<file path="src/rtl/sprite_line_evaluator.sv">
// Per-scanline sprite evaluator: scans OAM for sprites covering a latched line and packs
// matching addresses into a double-buffered slot array consumed by the sprite drawer.
module sprite_line_evaluator #(
    parameter int OAM_ADDR_SIZE     = 8,
    parameter int OAM_DATA_SIZE     = 32,
    parameter int SLOT_COUNT        = 32,
    parameter int SPRITE_HEIGHT     = 16,
    parameter int LINE_NUMBER_WIDTH = 10
) (
    input  logic                                    clk,
    input  logic                                    reset,
    input  logic                                    start,
    input  logic [LINE_NUMBER_WIDTH-1:0]            line_number,
    output logic [OAM_ADDR_SIZE-1:0]                oam_addr,
    input  logic [OAM_DATA_SIZE-1:0]                oam_data,
    output logic                                    busy,
    output logic                                    line_prepared,
    output logic [SLOT_COUNT-1:0][OAM_ADDR_SIZE:0]  slot_array,
    output logic [$clog2(SLOT_COUNT+1)-1:0]         slot_count,
    output logic                                    overflow
);
    localparam int CNT_W = $clog2(SLOT_COUNT + 1);
    localparam int IDX_W = $clog2(SLOT_COUNT);
    localparam logic [OAM_ADDR_SIZE-1:0] ADDR_MAX = '1;

    typedef enum logic [1:0] {IDLE, SCAN, LAST, DONE} state_t;

    state_t                                 state, state_next;
    logic [LINE_NUMBER_WIDTH-1:0]           line_p0;
    logic                                   vld_p1;
    logic [OAM_ADDR_SIZE-1:0]               addr_p1;
    logic [SLOT_COUNT-1:0][OAM_ADDR_SIZE:0] back_slots;
    logic [CNT_W-1:0]                       back_count;
    logic                                   back_ovf;
    logic                                   hit, full, hit_full;
    logic                                   unused_oam;

    assign unused_oam = ^oam_data;

    // Compare in one extra bit so a sprite near the bottom never wraps onto low lines.
    function automatic logic sprite_match(input logic [OAM_DATA_SIZE-1:0] word,
                                          input logic [LINE_NUMBER_WIDTH-1:0] line);
        logic [LINE_NUMBER_WIDTH:0] line_ext;
        logic [LINE_NUMBER_WIDTH:0] y_ext;
        logic [LINE_NUMBER_WIDTH:0] h;
        line_ext = {1'b0, line};
        y_ext    = (LINE_NUMBER_WIDTH+1)'(word[19:10]);
        h        = word[30] ? (LINE_NUMBER_WIDTH+1)'(2 * SPRITE_HEIGHT)
                            : (LINE_NUMBER_WIDTH+1)'(SPRITE_HEIGHT);
        return word[31] && (line_ext >= y_ext) && ((line_ext - y_ext) < h);
    endfunction

    assign hit      = vld_p1 && (state == SCAN || state == LAST) && sprite_match(oam_data, line_p0);
    assign full     = (back_count == CNT_W'(SLOT_COUNT));
    assign hit_full = hit && full;

    always_ff @(posedge clk or negedge reset) begin
        if (!reset) state <= IDLE;
        else        state <= state_next;
    end

    always_comb begin
        state_next = state;
        case (state)
            IDLE: if (start) state_next = SCAN;
            SCAN: begin
                if (hit_full)                  state_next = DONE;
                else if (oam_addr == ADDR_MAX) state_next = LAST;
            end
            LAST:    state_next = DONE;
            DONE:    state_next = IDLE;
            default: state_next = IDLE;
        endcase
    end

    // Stage p0: line latch and address issue; stage p1: RAM data meets its address.
    always_ff @(posedge clk or negedge reset) begin
        if (!reset) begin
            oam_addr      <= '0;
            busy          <= 1'b0;
            line_prepared <= 1'b0;
            line_p0       <= '0;
            vld_p1        <= 1'b0;
            addr_p1       <= '0;
            back_slots    <= '0;
            back_count    <= '0;
            back_ovf      <= 1'b0;
            slot_array    <= '0;
            slot_count    <= '0;
            overflow      <= 1'b0;
        end else begin
            line_prepared <= 1'b0;
            vld_p1        <= (state == SCAN);
            addr_p1       <= oam_addr;
            case (state)
                IDLE: if (start) begin
                    line_p0    <= line_number;
                    back_slots <= '0;
                    back_count <= '0;
                    back_ovf   <= 1'b0;
                    oam_addr   <= '0;
                    busy       <= 1'b1;
                end
                SCAN: if (oam_addr != ADDR_MAX) oam_addr <= oam_addr + 1'b1;
                DONE: begin
                    slot_array    <= back_slots;
                    slot_count    <= back_count;
                    overflow      <= back_ovf;
                    line_prepared <= 1'b1;
                    busy          <= 1'b0;
                end
                default: ;
            endcase
            if (hit && !full) begin
                back_slots[back_count[IDX_W-1:0]] <= {addr_p1, 1'b1};
                back_count <= back_count + 1'b1;
            end
            if (hit_full) back_ovf <= 1'b1;
        end
    end
endmodule

</file>
<file path="config.mk">
export PLATFORM = sky130hd
export DESIGN_NAME = sprite_line_evaluator
export DESIGN_NICKNAME = d
export VERILOG_FILES = /design/src/rtl/sprite_line_evaluator.sv
export SDC_FILE = /design/constraint.sdc
export NUM_CORES = 1
export LEC_CHECK = 0
export ABC_AREA = 1
export ABC_CLOCK_PERIOD_IN_PS = 3800
export BUFFER_PORTS_ARGS = -buffer_cell sky130_fd_sc_hd__buf_4
export CAP_MARGIN = 20
export CORE_MARGIN = 2
export CORE_UTILIZATION = 45
export DETAILED_ROUTE_END_ITERATION = 8
export PLACE_DENSITY_LB_ADDON = 0.3
export SYNTH_ARGS = -nofsm -noshare
export SYNTH_HDL_FRONTEND = slang
export SYNTH_SLANG_ARGS = --single-unit
</file>
<file path="constraint.sdc">
create_clock -name clk -period 3.8 [get_ports clk]
set_input_delay 0.76 -clock clk [delete_from_list [all_inputs] [get_ports clk]]
set_output_delay 0.76 -clock clk [all_outputs]
set_load 0.05 [all_outputs]
</file>
**Yosys cells after proc, flatten, opt, wreduce, memory -nomap -nowiden**

Cells that the tools add are included.

- Muxes and demuxes: 23
- Equality and inequality tests: 9
- Magnitude comparators: 4
- $add $sub $neg: 3
- Reduce and logical (&&, ||, !) cells: 22

Operators with widths:

| kind | count |
|---|---|
| $mux 288 | 3 |
| $bwmux 288 | 1 |
| $demux 9 s5 | 1 |
| $mux 6 | 4 |
| $mux 8 | 2 |
| $pmux 8 s2 | 1 |
| $reduce_bool 2->1 | 6 |
| $lt 11x6->1 | 1 |
| $sub 10x10->11 | 1 |
| $ge 10x10->1 | 1 |
| $reduce_and 2->1 | 5 |
| $mux 9 | 1 |
| $add 8x1->8 const B | 1 |
| $eq 8x8->1 const B | 1 |
| $ne 8x8->1 const B | 1 |
| $pmux 2 s4 | 1 |
| $logic_and 1x1->1 | 7 |
| $add 6x1->6 const B | 1 |
| $eq 6x6->1 const B | 1 |
| $lt 5x6->1 const B | 1 |
| $mux 2 | 3 |
| $ge 5x1->1 const B | 1 |
| $mux 1 | 5 |
| $eq 2x2->1 const B | 2 |
| 9 further kinds | 9 |

- Bits of input ports: 45
- Output and inout port bits: 305
- Logic and storage cells: 136
- Flip-flop bits (word level): 621

**Longest topological paths before layout**

- Depth after elaboration: 7
- Gate-level depth with buffers: 20
- Depth with buffers taken out: 19

**Worst setup path before layout**

OpenSTA, ideal clock, no wires.

- Path kind: input -> register
- Start point: in oam_data[14]
- End point: reg back_slots[217] in the netlist's numbering
- Setup time: 0.118 ns
- Buffers on the path: 1
- Path slack: 0.701 ns
- Stages: 19
- Data arrival time: 2.982 ns
- Data required time: 3.682 ns
- Path through: inv_1 ha_1 nand2_1 nor2_1 nand2_1 nand2_1 xor2_1 ha_1 nor2_1 nand3_1 a21oi_1 nand2_1 nor2_2 nand3_4 nor2_8 buf_8 nand2_4 nand2_1 nand2_1

- Cells in the longest elaborated chain, start to end: 6
- Elaborated cells between the ends (all ways): 8
- Those cells by class: add/sub: 1; order compare: 2; mux: 1; reduce/logical: 4

Ends and longest elaborated chain:

| what | RTL line | text |
|---|---|---|
| start, declared | 15 | `input logic [OAM_DATA_SIZE-1:0] oam_data,` |
| $sub 10x10->11 or $ge 10x10->1 (tied branches) | 50 | `return word[31] && (line_ext >= y_ext) && ((line_ext - y_ext) < h);` |
| $lt 11x6->1 or $logic_and 1x1->1 (tied branches) | 50 |  |
| $logic_and 1x1->1 * | 50 |  |
| $logic_and 1x1->1 * | 53 | `assign hit = vld_p1 && (state == SCAN \|\| state == LAST) && sprite_match(oam_data, line_p0);` |
| $logic_and 1x1->1 * | 114 | `if (hit && !full) begin` |
| $mux 288 * | 114 |  |
| end signal, assigned by index | 115 | `back_slots[back_count[IDX_W-1:0]] <= {addr_p1, 1'b1};` |
| end, declared | 32 | `logic [SLOT_COUNT-1:0][OAM_ADDR_SIZE:0] back_slots;` |

Mark *: on every way between the ends. The rest lies on a longest branch, timed or not.
A chain may end at the register's enable or synchronous reset.

**Worst setup path in the final report**

- Start point: reg line_p0[4]
- End point: reg back_slots[56] in the netlist's numbering

- Cells in the longest elaborated chain, start to end: 6
- Elaborated cells between the ends (all ways): 8
- Those cells by class: add/sub: 1; order compare: 2; mux: 1; reduce/logical: 4

Ends and longest elaborated chain:

| what | RTL line | text |
|---|---|---|
| start, declared | 29 | `logic [LINE_NUMBER_WIDTH-1:0] line_p0;` |
| start signal, assigned | 97 | `line_p0 <= line_number;` |
| $sub 10x10->11 or $ge 10x10->1 (tied branches) | 50 |  |
| $lt 11x6->1 or $logic_and 1x1->1 (tied branches) | 50 |  |
| $logic_and 1x1->1 * | 50 |  |
| $logic_and 1x1->1 * | 53 |  |
| $logic_and 1x1->1 * | 114 |  |
| $mux 288 * | 114 |  |

Marked as above.

==> qor.yml <==
run_status:
  status: "completed"
global_route:
  antenna_found_initial: 0
  grt_pass1_wl_um: 109600
  grt_max_degree: 130
  grt_overflow: 0
  first_global_vias: 19500
  track_usage: 0.2312
floorplan:
  io_pins: 350
  initial_core_util: 0.4538
  die_w_um: 244.8
  rows: 88
  die_h_um: 244.8
  core-area_um2: 57480
  die_area_um2: 59910
placement:
  port_buffers: 329
  pre_cts_slack_ns: -0.03547
  gp_congestion: 0.8054
  hpwlAfterDp_um: 42480
  placed_cells: 4039
sta:
  tns_ns: 0
  setup_ws_ns: 0.5196
  setup-violations-final: 0
  grt_setup_unrepaired: "false"
  hold_violations: 0
  post-route-min-period_ns: 3.280
  timing.fmax_ghz: 0.3048
  post-route-period-util: 0.8633
  clock-skew-final_ns: 0.02443
  tightest_slew_ns: 1.200
  max_slew_margin: 0.2000
  drv_slew: 0
drt:
  drtPass1Iterations: 5
  vias_per_cell: 4.893
  vias: 20350
  drtIter0Drc: 1692
  avgRoutedWirePerCell_um: 16.57
  drc_errors: 0
  totalWireLength_um: 68900
  ant_nets: 0
cts:
  root_buffer: "clkbuf_16"
  clkTransAtPathRegs_ns: 0.06
  cts_tree: "yes"
  hold_buffers: 0
  clk_latency_ns: 0.61
  cts_made_buffers: 66
  htreeDepth: 3
  cts_resized: 0
  cts_setup_buffers: 0
  clkSinkCount: 621
  clockBufferDepth: 3
yosys:
  yosys.area.top_type_share: 0.5957
  synth_ff_type: "dfrtp_1"
  synth_largest_area_cell: "dfrtp_1"
  synth-warning-count: 0
  synth_edf_count: 0
  avgSynthCellArea_um2: 8.486
  ys_seq_elements: 621
  synthArstFlopShare: 1.000
  synth.most_common_cell: "nand2_1"
  synth_area_leaders: "dfrtp_1 (60%), nand2_1 (15%), nand3_1 (5.4%)"
  netlist_area_um2: 26090
  syn_inst: 3074
  ys_top_cells_by_count: "nand2_1 (1,035), dfrtp_1 (621), inv_1 (310)"
  synth_nets: 3138
  synth-seq-area-share: 0.5957
  synth_cell_types: 33
final_layout:
  fillers: 5302
  fin_cells: 4159
  num_antenna_cells: 0
  layout-drive-gt1-share: 0.1576
  area_growth_pct: 21.50
  fin_nets: 3406
critical_path:
  critPathLaunchType: "flop"
  startpoint: "line_p0[4]"
  cp_data_required_time_ns: 4.29
  max_stage_delay_ns: 0.38
  crit_top_cell: "nand2_1"
  r2r-start: "line_p0[4]"
  cp_top_family: "simple AND/OR/NAND/NOR gates"
  crit_fanout: 39
  slowest_stage: "dfrtp_1"
  path_cells: "ha_1 > nand2_1 > nor2_1 > nand2_1 > nand2_1 > xor2_1 > ha_1 > nor2_1 > nand3_1 > a21oi_1 > nand2_1 > nor2_2 > nand3_4 > nor2_8 > buf_12 > nand2_1 > nand2_1 > nand2_1"
  endpoint_kind: "flop"
  worstPathArrival_ns: 3.77
  critPathKind: "flop to flop"
  path_buf_inv: 1
pwr:
  vdd_ir_drop_max_mv: 0.4345
  p_per_area_nw_per_um2: 513.7
  p_leak_uw: 0.01692
job:
  maxCapViolCount: 0
worst_hold_path:
  hold_class: "input pin to asynchronous set/reset pin"
cells by family (layout without fill, tap and decap cells):
kind of cell,Yosys count,after routing,share of synthesized area
flops,621,621,0.5957
xor+xnor,6,6,0.002015
compound gates,290,290,0.05655
simple gates,1646,1646,0.2625
buf+inv,492,812,0.07411
fa+ha+maj,19,19,0.009114
report_power, final:
group	switching, µW	internal (µW)
Sequential	317	6770
Clock	2710	3930
Combinational	1980	580
registers in the layout, indices dropped and copies added (netlist names):
name and flops:
back_count 6, slot_array 288, addr_p1 8, line_p0 10, overflow 1, slot_count 6
line_prepared 1, vld_p1 1, back_ovf 1, oam_addr 8, back_slots 288, state 2
busy 1
layout by cell type, fill, tap and decap left out, drive strengths merged:
master,count
xor2,6
bufinv,7
nor3,9
nand3,284
and3,1
nor3b,1
dfrtp,621
ha,19
inv,316
clkinvlp,2
clkbuf,92
nor2,288
clkinv,16
nand2,1059
o21bai,1
o31ai,1
a31oi,1
buf,379
a21o,1
nor4,1
nand4,3
o22ai,1
o21ai,276
a211oi,1
a21oi,8
per-layer routing:
metal / global-route usage / routed length [µm] / part of all wire / vias to the layer above
met2: 0.3645 / 32370 / 0.47 / 566
li1: - / - / - / 10030
met4: 0.06940 / 1450 / 0.021 / 0
met5: 0 / 0 / 0 / -
met3: 0.04406 / 4455 / 0.065 / 101
met1: 0.3256 / 30620 / 0.44 / 9659
stage by stage:
step	cell area, µm²	hold WS (ns)	util	total power (µW)
2_1_floorplan	26090	0.4500	-	8824
3_3_place_gp	29470	0.4270	0.5128	9759
3_5_place_dp	29470	0.4437	0.5128	9772
4_1_cts	31690	0.1482	0.5514	16410
5_1_grt	31690	0.1826	0.5514	16970
6_report	31690	0.1695	0.5514	16280
path summary, 6_finish.rpt:
check	to	slack, ns	cells after the start
worst max-delay path	back_slots[56]	0.52	18
worst min-delay path	back_slots[45]	0.17	1
worst max register to register	back_slots[56]	0.52	18
worst min register to register	addr_p1[7]	0.46	0
max in group asynchronous	slot_array[133]	2.61	3
min in group clk	line_p0[3]	0.36	3
area by class of cell:
class                           count  area [µm²]  area share
Tap cell                          765       957.2     0.03020
Clock buffer                       92        1861     0.05870
Multi-Input combinational cell   1961        8660      0.2732
Clock inverter                     28       361.6     0.01141
Sequential cell                   621       15550      0.4906
Timing Repair Buffer              379        3115     0.09830
Inverter                          313        1190     0.03754
No activity file was read; power rests on OpenSTA's default activity.
